--- src/rtl/slice_mux_pipe.sv ---
// rtl/slice_mux_pipe.sv - two-stage valid/ready 8:1 wide mux (F5/F6 then F7) with clock enable
module slice_mux_pipe #(
  parameter int            W    = 4,
  parameter logic [W-1:0]  INIT = {W{1'b0}}
) (
  input  logic           C,
  input  logic           R,
  input  logic           CE,
  input  logic           VI,
  output logic           RI,
  input  logic [8*W-1:0] I,
  input  logic [2:0]     S,
  output logic           VO,
  input  logic           RO,
  output logic [W-1:0]   O
);

  logic [W-1:0] w_lane [8];
  logic [W-1:0] w_lo;
  logic [W-1:0] w_hi;
  logic         w_ld1;
  logic         w_ld2;

  logic         r_s1_v;
  logic [W-1:0] r_s1_lo;
  logic [W-1:0] r_s1_hi;
  logic         r_s1_sel;
  logic         r_vo;
  logic [W-1:0] r_o;

  for (genvar k = 0; k < 8; k++) begin : g_lane
    assign w_lane[k] = I[k*W +: W];
  end

  // Both F6 halves are resolved up front so stage 2 only needs the F7 pick.
  assign w_lo  = w_lane[{1'b0, S[1:0]}];
  assign w_hi  = w_lane[{1'b1, S[1:0]}];

  assign w_ld2 = CE & (~r_vo | RO);
  assign w_ld1 = CE & (~r_s1_v | w_ld2);
  assign RI    = w_ld1;
  assign VO    = r_vo;
  assign O     = r_o;

  always_ff @(posedge C) begin
    if (R) begin
      r_s1_v   <= 1'b0;
      r_s1_lo  <= {W{1'b0}};
      r_s1_hi  <= {W{1'b0}};
      r_s1_sel <= 1'b0;
      r_vo     <= 1'b0;
      r_o      <= INIT;
    end else begin
      if (w_ld1) begin
        r_s1_v <= VI;
        if (VI) begin
          r_s1_lo  <= w_lo;
          r_s1_hi  <= w_hi;
          r_s1_sel <= S[2];
        end
      end
      // A bubble moving into stage 2 clears VO but leaves O untouched.
      if (w_ld2) begin
        r_vo <= r_s1_v;
        if (r_s1_v) begin
          r_o <= r_s1_sel ? r_s1_hi : r_s1_lo;
        end
      end
    end
  end

endmodule
--- config.mk ---
export PLATFORM = sky130hd
export DESIGN_NAME = slice_mux_pipe
export DESIGN_NICKNAME = d
export VERILOG_FILES = /design/src/rtl/slice_mux_pipe.sv
export SDC_FILE = /design/constraint.sdc
export NUM_CORES = 1
export LEC_CHECK = 0
export ABC_AREA = 1
export BUFFER_PORTS_ARGS = -buffer_cell sky130_fd_sc_hd__buf_2
export CAP_MARGIN = 20
export CORE_ASPECT_RATIO = 0.8
export CORE_MARGIN = 1.5
export CORE_UTILIZATION = 25
export CTS_CLUSTER_SIZE = 8
export DETAILED_ROUTE_END_ITERATION = 6
export HOLD_SLACK_MARGIN = 0.06
export PLACE_DENSITY = 0.58
export SLEW_MARGIN = 25
export SYNTH_ARGS = -nofsm -noshare
export SYNTH_HDL_FRONTEND = slang
export SYNTH_SLANG_ARGS = --single-unit
--- constraint.sdc ---
create_clock -name C -period 1.7 [get_ports C]
set_clock_uncertainty 0.15 [all_clocks]
set_input_delay 0.085 -clock C [delete_from_list [all_inputs] [get_ports C]]
set_output_delay 0.085 -clock C [all_outputs]
set_load 0.05 [all_outputs]
== After elaboration in Yosys (flattened, before gate mapping) ==
Cells that the tools add are included.

* Bitwise operators: 8
* Order comparisons: 2
* Multiplexer cells: 7
* Reductions and logical operators: 2

{| class="wikitable"
|+ Operators by type and width
! operator !! number
|-
| $bmux W4 S3 || 2
|-
| $mux W4 || 5
|-
| $ge A4 B4 Y1 const B || 2
|-
| $not A2 Y4 || 1
|-
| $not A3 Y4 || 1
|-
| $reduce_and A2 Y1 || 2
|-
| $and A1 B1 Y1 || 2
|-
| $not A1 Y1 || 2
|-
| $or A1 B1 Y1 || 2
|}

* Register bits: 15

== Depth between registers and ports, before layout ==
Gate-level depths: netlist (run 1).

* Word-level depth: 6
* Gate-level depth with buffers: 9

== Least setup slack after synthesis (run 1) ==
OpenSTA, ideal clock, no wires.

* Path kind: reg-to-reg
* From: register r_vo, in the netlist VO
* To: register r_s1_v
* Required time: 1439 ps
* Slack: 126 ps
* Stages on the path, launching flop included: 9
* Data arrival time: 1314 ps
* Cell sequence: dfxtp_1 -> nand2_1 -> nand2_2 -> nand2_2 -> nand3_2 -> buf_6 -> nand2_1 -> nand2_1 -> inv_1

* Cells in the longest elaborated chain, start to end: 5

{| class="wikitable"
|+ Ends and longest elaborated chain
! what !! RTL line !! text
|-
| start: declaration || 28 || <nowiki>logic r_vo;</nowiki>
|-
| start signal: assignment || 64 || <nowiki>r_vo <= r_s1_v;</nowiki>
|-
| $not A1 Y1 || 39 || <nowiki>assign w_ld2 = CE & (~r_vo | RO);</nowiki>
|-
| $or A1 B1 Y1 || 39 ||
|-
| $and A1 B1 Y1 || 39 ||
|-
| $or A1 B1 Y1 || 40 || <nowiki>assign w_ld1 = CE & (~r_s1_v | w_ld2);</nowiki>
|-
| $and A1 B1 Y1 || 40 ||
|-
| end signal: assignment || 47 || <nowiki>r_s1_v <= 1'b0;</nowiki>
|-
| end signal: assignment || 55 || <nowiki>r_s1_v <= VI;</nowiki>
|-
| end: declaration || 24 || <nowiki>logic r_s1_v;</nowiki>
|}

No other way between the ends.
A chain may end at the register's enable or synchronous reset.

== Worst setup path after layout (run 1) ==
* From: input port I[22]
* To: register r_s1_hi[2]

* Cells in the longest elaborated chain, start to end: 3

{| class="wikitable"
|+ Ends and longest elaborated chain
! what !! RTL line !! text
|-
| start: declaration || 11 || <nowiki>input logic [8*W-1:0] I,</nowiki>
|-
| $bmux W4 S3 || 37 || <nowiki>assign w_hi = w_lane[{1'b1, S[1:0]}];</nowiki>
|-
| $mux W4 (not written as such) (2 in a row) || 37 ||
|-
| end signal: assignment || 49 || <nowiki>r_s1_hi <= {W{1'b0}};</nowiki>
|-
| end signal: assignment || 58 || <nowiki>r_s1_hi <= w_hi;</nowiki>
|-
| end: declaration || 26 || <nowiki>logic [W-1:0] r_s1_hi;</nowiki>
|}

No other way between the ends. The select of a mux whose other input is x is not followed.

==> impl_metrics.toml, run 1 <==
[floorplan]
row_count = 19
die_y_um = 57.47
initial_core_util = 0.2653
ios = 46
fp.dieW_um = 71.09
core_mm2 = 0.003495
die_area_mm2 = 0.004085

[placed_design]
io_buffers = 45
dp_hpwl_mm = 1.800
place_worst_setup_slack_ps = 291.1
placed_cells = 243
place_congestion = 0.7233

[yosys]
synth_area_per_cell_um2 = 5.723
ys_seq_area_frac = 0.3239
syn_inst = 162
synth_warnings = 0
yosysUniqueCellTypes = 16
synthesis.area_um2 = 927.1
yosys_register_bits = 15
syn_nets = 202

[route]
drt-vias-per-instance = 4.202
firstDrtPassIters = 4
totalWireLength_mm = 2.458
vias = 1122
wire_per_inst_um = 9.206
detail_route.drc_violations = 0
ant_nets = 0
drt_iter0_drc = 53

[critical_path]
worstPathRequired_ps = 1690
arrival_ps = 1630
startpoint_type = "primary input"
end_kind = "flip-flop"
critPathMaxFanout = 1
crit_type = "in -> reg"

[sta]
tns_ps = 0
setup_viol = 0
maxSlewHeadroom = 0.7670
drv_slew = 0
hold_viol = 0
worst_pin_slew_ps = 349.1
period_share = 0.9635
layout_setup_ws_ps = 61.99
fmax_mhz = 610.5
grt_setup_unrepaired = "yes"
period_needed_ps = 1638

[power_and_ir_drop]
vdd_ir_drop_max_mv = 0.3510
cellPowerDensity_mw_per_mm2 = 633.3
p_total_mw = 0.8970
p_leak_nw = 0.7268

[clocking]
clock_latency_ps = 240
cts-root-buf = "clkbuf_8"
htreeDepth = 1
clk_pin_slew_ps = 60
numCtsBuffers = 3
cts.path.max_buffers = 2
clock_sinks = 15
cts_tree = "done"

[run]
maxCapViolCount = 0

[finish]
stdcell_count = 267
area_growth_pct = 52.77
finalNetCount = 266
final_util = 0.4053
diodes = 0
drive_gt1_frac = 0.2489

[global_routing]
track_usage = 0.1231
grt_remaining_overflow = 0
grt_pass1_wl_mm = 4.146
antenna_found_initial = 0
grt_max_degree = 18
grt_pass1_vias = 1022

[min_path]
worstHoldPathType = "in -> reg"

[run_status]
status = "completed"
==> cells in the mapped netlist <==
library cell	instances	area, µm²
nand2_1	37	138.9
nand3_1	4	20.02
buf_4	1	7.510
nand4_1	1	6.260
dfxtp_1	15	300.3
nor2_1	51	191.4
nand2_2	3	18.77
clkbuf_2	1	5.000
buf_6	2	22.52
nand3_2	1	10.01
o21ai_0	21	105.1
clkinv_1	1	3.750
a21oi_1	5	25.02
clkbuf_1	1	3.750
buf_2	1	5.000
inv_1	17	63.81
==> what timing repair did <==
item,CTS,global route
hold endpoints to repair,14,0
endpoints found under the setup margin,0,8
resized for setup,0,6
hold buffers,20,0
buffers inserted,0,1
==> power by group <==
part,internal [mW],leakage [nW],switching [mW],total [mW]
sequential,0.371,0.123,0.0122,0.383
clock,0.162,0.0255,0.123,0.286
combinational,0.116,0.578,0.113,0.229
==> cell families (layout without fill, tap and decap cells) <==
group	Yosys count	in the layout	synth area share
DFF	15	15	0.3239
AOI/OAI and AO/OA	26	26	0.1403
buffers and inverters	24	87	0.1201
and+or+nand+nor	97	97	0.4157
==> final timing paths <==
kind / from / endpoint / slack, ps / cells after the start
setup / recovery: I[22] / r_s1_hi[2] / 60 / 7
hold / removal: I[7] / r_s1_lo[3] / 60 / 5
setup reg to reg: VO / r_s1_hi[0] / 330 / 6
hold reg to reg: O[0] / O[0] / 310 / 2
==> cell usage in the layout, fill, tap and decap left out <==
| cell type | instances |
|---|---|
| o21ai_1 | 2 |
| inv_1 | 16 |
| clkinv_1 | 1 |
| clkbuf_4 | 1 |
| nand2_1 | 37 |
| a21oi_1 | 5 |
| dfxtp_1 | 15 |
| dlygate4sd3_1 | 19 |
| nor2_2 | 1 |
| nand4_1 | 1 |
| nand3_1 | 4 |
| clkbuf_8 | 3 |
| nand2_2 | 3 |
| clkinvlp_4 | 1 |
| nor2_1 | 50 |
| buf_4 | 2 |
| o21ai_0 | 19 |
| nand3_2 | 1 |
| buf_2 | 43 |
| clkinv_2 | 1 |
==> layout make-up <==
class,instances,area [µm²]
clock buffer,3,41.29
tap,42,52.55
sequential,15,300.3
clock inverter,1,5.005
inverter,18,71.32
fill,383,2078
timing repair buffer,65,427.9
multi-input combinational,123,518.0
==> layer usage <==
layer  up-vias  share of wire  GRT usage
met4         0         0.0090    0.02426
met3         2          0.043    0.02650
li1        626              -          -
met5         -              0          0
met2        29           0.42     0.2029
met1       465           0.52     0.1679
==> flip-flops by register name, summed over array words and instances, names as in the netlist <==
| register | flops |
|---|---|
| r_s1_lo | 4 |
| r_s1_sel | 1 |
| O | 4 |
| r_s1_v | 1 |
| VO | 1 |
| r_s1_hi | 4 |
==> per-stage QoR <==
| step | hold WS (ps) | area (µm²) |
|---|---|---|
| after global placement | 184.7 | 1161 |
| final | 59.42 | 1416 |
| after floorplan | 4.066 | 927.1 |
| after global routing | 100.1 | 1416 |
| after detailed placement | 191.8 | 1161 |
| after CTS | 61.96 | 1408 |
==> worst max-delay path: stages <==
cell and delay [ps]:
dlygate4sd3_1 540, buf_2 120, o21ai_0 130, nand2_1 60
dlygate4sd3_1 550, nor2_1 80, nor2_1 50
Note: power is estimated with default switching activity, not from simulation.
==> run 2, diff against run 1 <==
Settings changed: CORE_ASPECT_RATIO 0.8 to 1.5, HOLD_SLACK_MARGIN 0.06 to 0.1, PLACE_DENSITY 0.58 to not set, PLACE_DENSITY_LB_ADDON set to 0.15.
==> impl_metrics.toml, run 2 (same netlist as run 1, synthesis figures left out) <==
[run_status]
status = "completed"

[floorplan]
row_count = 26
die_y_um = 77.59
fp.dieW_um = 52.72
ios = 46
die_area_mm2 = 0.004090
initial_core_util = 0.2664
core_mm2 = 0.003481

[route]
detail_route.drc_violations = 0
vias = 1119
wire_per_inst_um = 8.517
drt-vias-per-instance = 4.160
drt_iter0_drc = 17
totalWireLength_mm = 2.291
ant_nets = 0
firstDrtPassIters = 4

[critical_path]
critPathMaxFanout = 1
critPathMaxStageDelay_ps = 550
startpoint_type = "primary input"
critPathTopFamily = "buffers and inverters"
crit_type = "in -> reg"
worstPathCellList = "dlygate4sd3_1, buf_2, o21ai_1, nand2_1, dlygate4sd3_1, nor2_1, nor2_1"
arrival_ps = 1640
worstPathRequired_ps = 1690
timing.critical_path.buf_inv = 3
end_kind = "flip-flop"
critPathSlowestCell = "dlygate4sd3_1"

[sta]
drv_slew = 0
layout_setup_ws_ps = 55.58
grt_setup_unrepaired = "yes"
period_share = 0.9673
worst_pin_slew_ps = 400.5
period_needed_ps = 1644
hold_viol = 0
fmax_mhz = 608.1
maxSlewHeadroom = 0.7327
setup_viol = 0

[finish]
layout_common_cells = "51 x nor2_1, 45 x buf_2, 37 x nand2_1, 21 x dlygate4sd3_1, 17 x inv_1"
fillers = 397
final_common_cell = "nor2_1"
finalNetCount = 268
diodes = 0
area_growth_pct = 53.71
drive_gt1_frac = 0.2379

[power_and_ir_drop]
vdd_ir_drop_max_mv = 0.3160
p_total_mw = 0.8979
p_leak_nw = 0.7374
cellPowerDensity_mw_per_mm2 = 630.1

[clocking]
clock_latency_ps = 250
post_cts_buffers = 0
cts.path.max_buffers = 2
clock_sinks = 15
numCtsBuffers = 3
cts_tree = "done"
cts-root-buf = "clkbuf_8"
htreeDepth = 1
clk_pin_slew_ps = 60

[run]
maxCapViolCount = 0

[global_routing]
antenna_found_initial = 0
grt_max_degree = 18
track_usage = 0.1305
grt_remaining_overflow = 0
grt_pass1_wl_mm = 4.264
grt_pass1_vias = 1079

[placed_design]
dp_hpwl_mm = 1.712
place_congestion = 0.6858
io_buffers = 45
place_worst_setup_slack_ps = 329.3

[min_path]
worstHoldPathType = "in -> reg"
==> run 2: tightest hold or removal path, cell delays in order <==
cell     delay [ps]
buf_2            80
inv_1            30
nand2_1          70
nand2_2          70
nand2_1          60
a21oi_1          60
==> run 2: power by group <==
| group | switching [mW] | total [mW] | internal (mW) |
|---|---|---|---|
| logic | 0.111 | 0.229 | 0.118 |
| registers | 0.0111 | 0.382 | 0.370 |
| clock network | 0.125 | 0.287 | 0.162 |
==> run 2: metrics by stage <==
| stage | std cells | hold WS [ps] | util | area, µm² | TNS (ps) |
|---|---|---|---|---|---|
| 2_1_floorplan | 162 | 4.066 | - | 927.1 | 0 |
| 3_3_place_gp | 244 | 183.5 | 0.3357 | 1169 | 0 |
| 3_5_place_dp | 244 | 186.3 | 0.3357 | 1169 | 0 |
| 4_1_cts | 269 | 102.0 | 0.4094 | 1425 | 0 |
| 5_1_grt | 269 | 149.9 | 0.4094 | 1425 | -102.2 |
| 6_report | 269 | 110.3 | 0.4094 | 1425 | 0 |
==> run 2: area by class of cell <==
type                    count  area [µm²]  area share
repair buffers             67       442.9      0.3108
multi-input cells         123       515.5      0.3617
clock buffers               3       41.29     0.02897
flip-flops and latches     15       300.3      0.2107
clock inverters             1       5.005    0.003512
well taps                  42       52.55     0.03687
inverters                  18       67.56     0.04741
==> run 2: metal layers <==
| metal | GRT usage | vias up | part of all wire |
|---|---|---|---|
| li1 | - | 626 | - |
| met1 | 0.1432 | 450 | 0.45 |
| met2 | 0.2388 | 41 | 0.47 |
| met3 | 0.01923 | 2 | 0.062 |
| met4 | 0.05128 | 0 | 0.0083 |
| met5 | 0 | - | 0 |
==> run 2: repair_timing <==
action | CTS | global route
setup endpoints to repair | 0 | 7
hold buffers | 21 | 0
gates resized for setup | 0 | 6
endpoints found under the hold margin | 14 | 0
==> run 2: path summary, 6_finish.rpt <==
| check | start | to | slack [ps] | cells past startpoint |
|---|---|---|---|---|
| setup / recovery | I[6] | r_s1_lo[2] | 60 | 7 |
| hold / removal | RO | VO | 110 | 6 |
| setup reg to reg | VO | r_s1_sel | 170 | 7 |
| hold reg to reg | O[2] | O[2] | 310 | 2 |
==> run 3, diff against run 2 <==
Settings changed: CTS_BUF_LIST set to sky130_fd_sc_hd__clkbuf_16.
==> impl_metrics.toml, run 3 (same netlist as run 1, synthesis figures left out) <==
[route]
drt_iter0_drc = 21
drt-vias-per-instance = 4.232
vias = 1151
ant_nets = 0
firstDrtPassIters = 2
detail_route.drc_violations = 0
totalWireLength_mm = 2.380
wire_per_inst_um = 8.750

[floorplan]
core_mm2 = 0.003481
die_y_um = 77.59
fp.dieW_um = 52.72
initial_core_util = 0.2664
ios = 46
row_count = 26
die_area_mm2 = 0.004090

[sta]
worst_pin_slew_ps = 345.9
hold_viol = 0
fmax_mhz = 612.5
period_share = 0.9603
holdWs_ps = 49.19
setup_viol = 0
period_needed_ps = 1633
drv_slew = 0
maxSlewHeadroom = 0.7691

[finish]
layout_common_cells = "51 x nor2_1, 44 x buf_2, 37 x nand2_1, 19 x dlygate4sd3_1, 16 x inv_1"
final_util = 0.4339
drive_gt1_frac = 0.2870
area_growth_pct = 62.89
finalNetCount = 271
final_common_cell = "nor2_1"
diodes = 0

[global_routing]
antenna_found_initial = 0
track_usage = 0.1324
gr-usage-met3 = 0.01923
grt.met2_usage = 0.2388
grt_remaining_overflow = 0
busiest_layer = "met2"
grt_pass1_wl_mm = 4.271
grt_pass1_vias = 1100
use_met1 = 0.1420
grt_max_degree = 18

[placed_design]
io_buffers = 45
dp_hpwl_mm = 1.712
place_congestion = 0.6858

[power_and_ir_drop]
power_frac_comb = 0.223
p_leak_nw = 0.7700
p_int_mw = 0.8084
vdd_ir_drop_max_mv = 0.4782
pwr-share-clk = 0.422
p_seq_frac = 0.355
p_sw_mw = 0.2710
cellPowerDensity_mw_per_mm2 = 714.8
switching_share = 0.2511

[clocking]
numCtsBuffers = 3
cts.path.max_buffers = 2
cts_tree = "done"
clock_latency_ps = 240
cts-root-buf = "clkbuf_16"
htreeDepth = 1
clock_sinks = 15
clk_pin_slew_ps = 50

[critical_path]
startpoint_type = "primary input"
crit_type = "in -> reg"
end_kind = "flip-flop"
arrival_ps = 1670
ff2ff_setup_slack_ps = 140
worstPathRequired_ps = 1730
critPathMaxFanout = 4

[run_status]
status = "completed"

[run]
maxCapViolCount = 0

[min_path]
worstHoldPathType = "in -> reg"
[run 3: changes by cell type in the layout (fill, tap and decap cells not counted)]
cell	change
o21ai_1	-6
nand2_4	+1
clkinvlp_4	+1
clkbuf_16	+3
clkbuf_8	-3
inv_1	-1
nand2_2	-1
o21ai_2	+6
buf_4	+6
dlygate4sd3_1	-2
buf_2	-1
[run 3: power by group through the flow]
stage                     registers (mW)  clock network [mW]  logic, mW
after floorplan                    0.392                   0      0.115
final                              0.383               0.456      0.241
after detailed placement           0.390                   0      0.180
after CTS                          0.383               0.474      0.229
after global routing               0.385               0.494      0.278
after global placement             0.390                   0      0.181
[run 3: area by class of cell]
class                      count  area, µm²
clock buffer                   3      75.07
clock inverter                 1      5.005
fill                         390       1971
inverter                      18      71.32
multi-input combinational    123      543.0
sequential                    15      300.3
tap                           42      52.55
timing repair buffer          70      462.9
[run 3: worst paths after layout]
kind                endpoint  startpoint  cells past startpoint
setup / recovery    r_s1_sel          CE                      8
hold / removal    r_s1_hi[2]       I[30]                      5
setup reg to reg    r_s1_sel          VO                      7
hold reg to reg         O[2]        O[2]                      2
[run 3: worst max-delay path, stage by stage]
cell and delay (ps):
dlygate4sd3_1 530, buf_4 160, nand2_4 70, nand2_2 70, nand4_1 70, dlygate4sd3_1 550
nand2_1 50, nor2_1 90
[run 3: metal layers]
metal | part of all wire | up-vias
li1 | - | 634
met1 | 0.44 | 471
met2 | 0.49 | 44
met3 | 0.061 | 2
met4 | 0.012 | 0
met5 | 0 | -
[run 3: repair_timing]
| item | CTS | global route |
|---|---|---|
| setup endpoints to repair | 0 | 7 |
| resized for setup | 0 | 15 |
| setup buffers | 0 | 5 |
| hold endpoints to repair | 14 | 0 |
| hold buffers | 21 | 0 |
[run 3: stage by stage]
step	setup slack, ps	total power [mW]	cells	cell area, µm²	TNS (ps)
2_1_floorplan	125.8	0.5070	162	927.1	0
3_3_place_gp	385.5	0.5713	244	1169	0
3_5_place_dp	329.3	0.5704	244	1169	0
4_1_cts	54.48	1.086	269	1459	0
5_1_grt	-0.5985	1.157	272	1510	-0.5985
6_report	67.47	1.079	272	1510	0
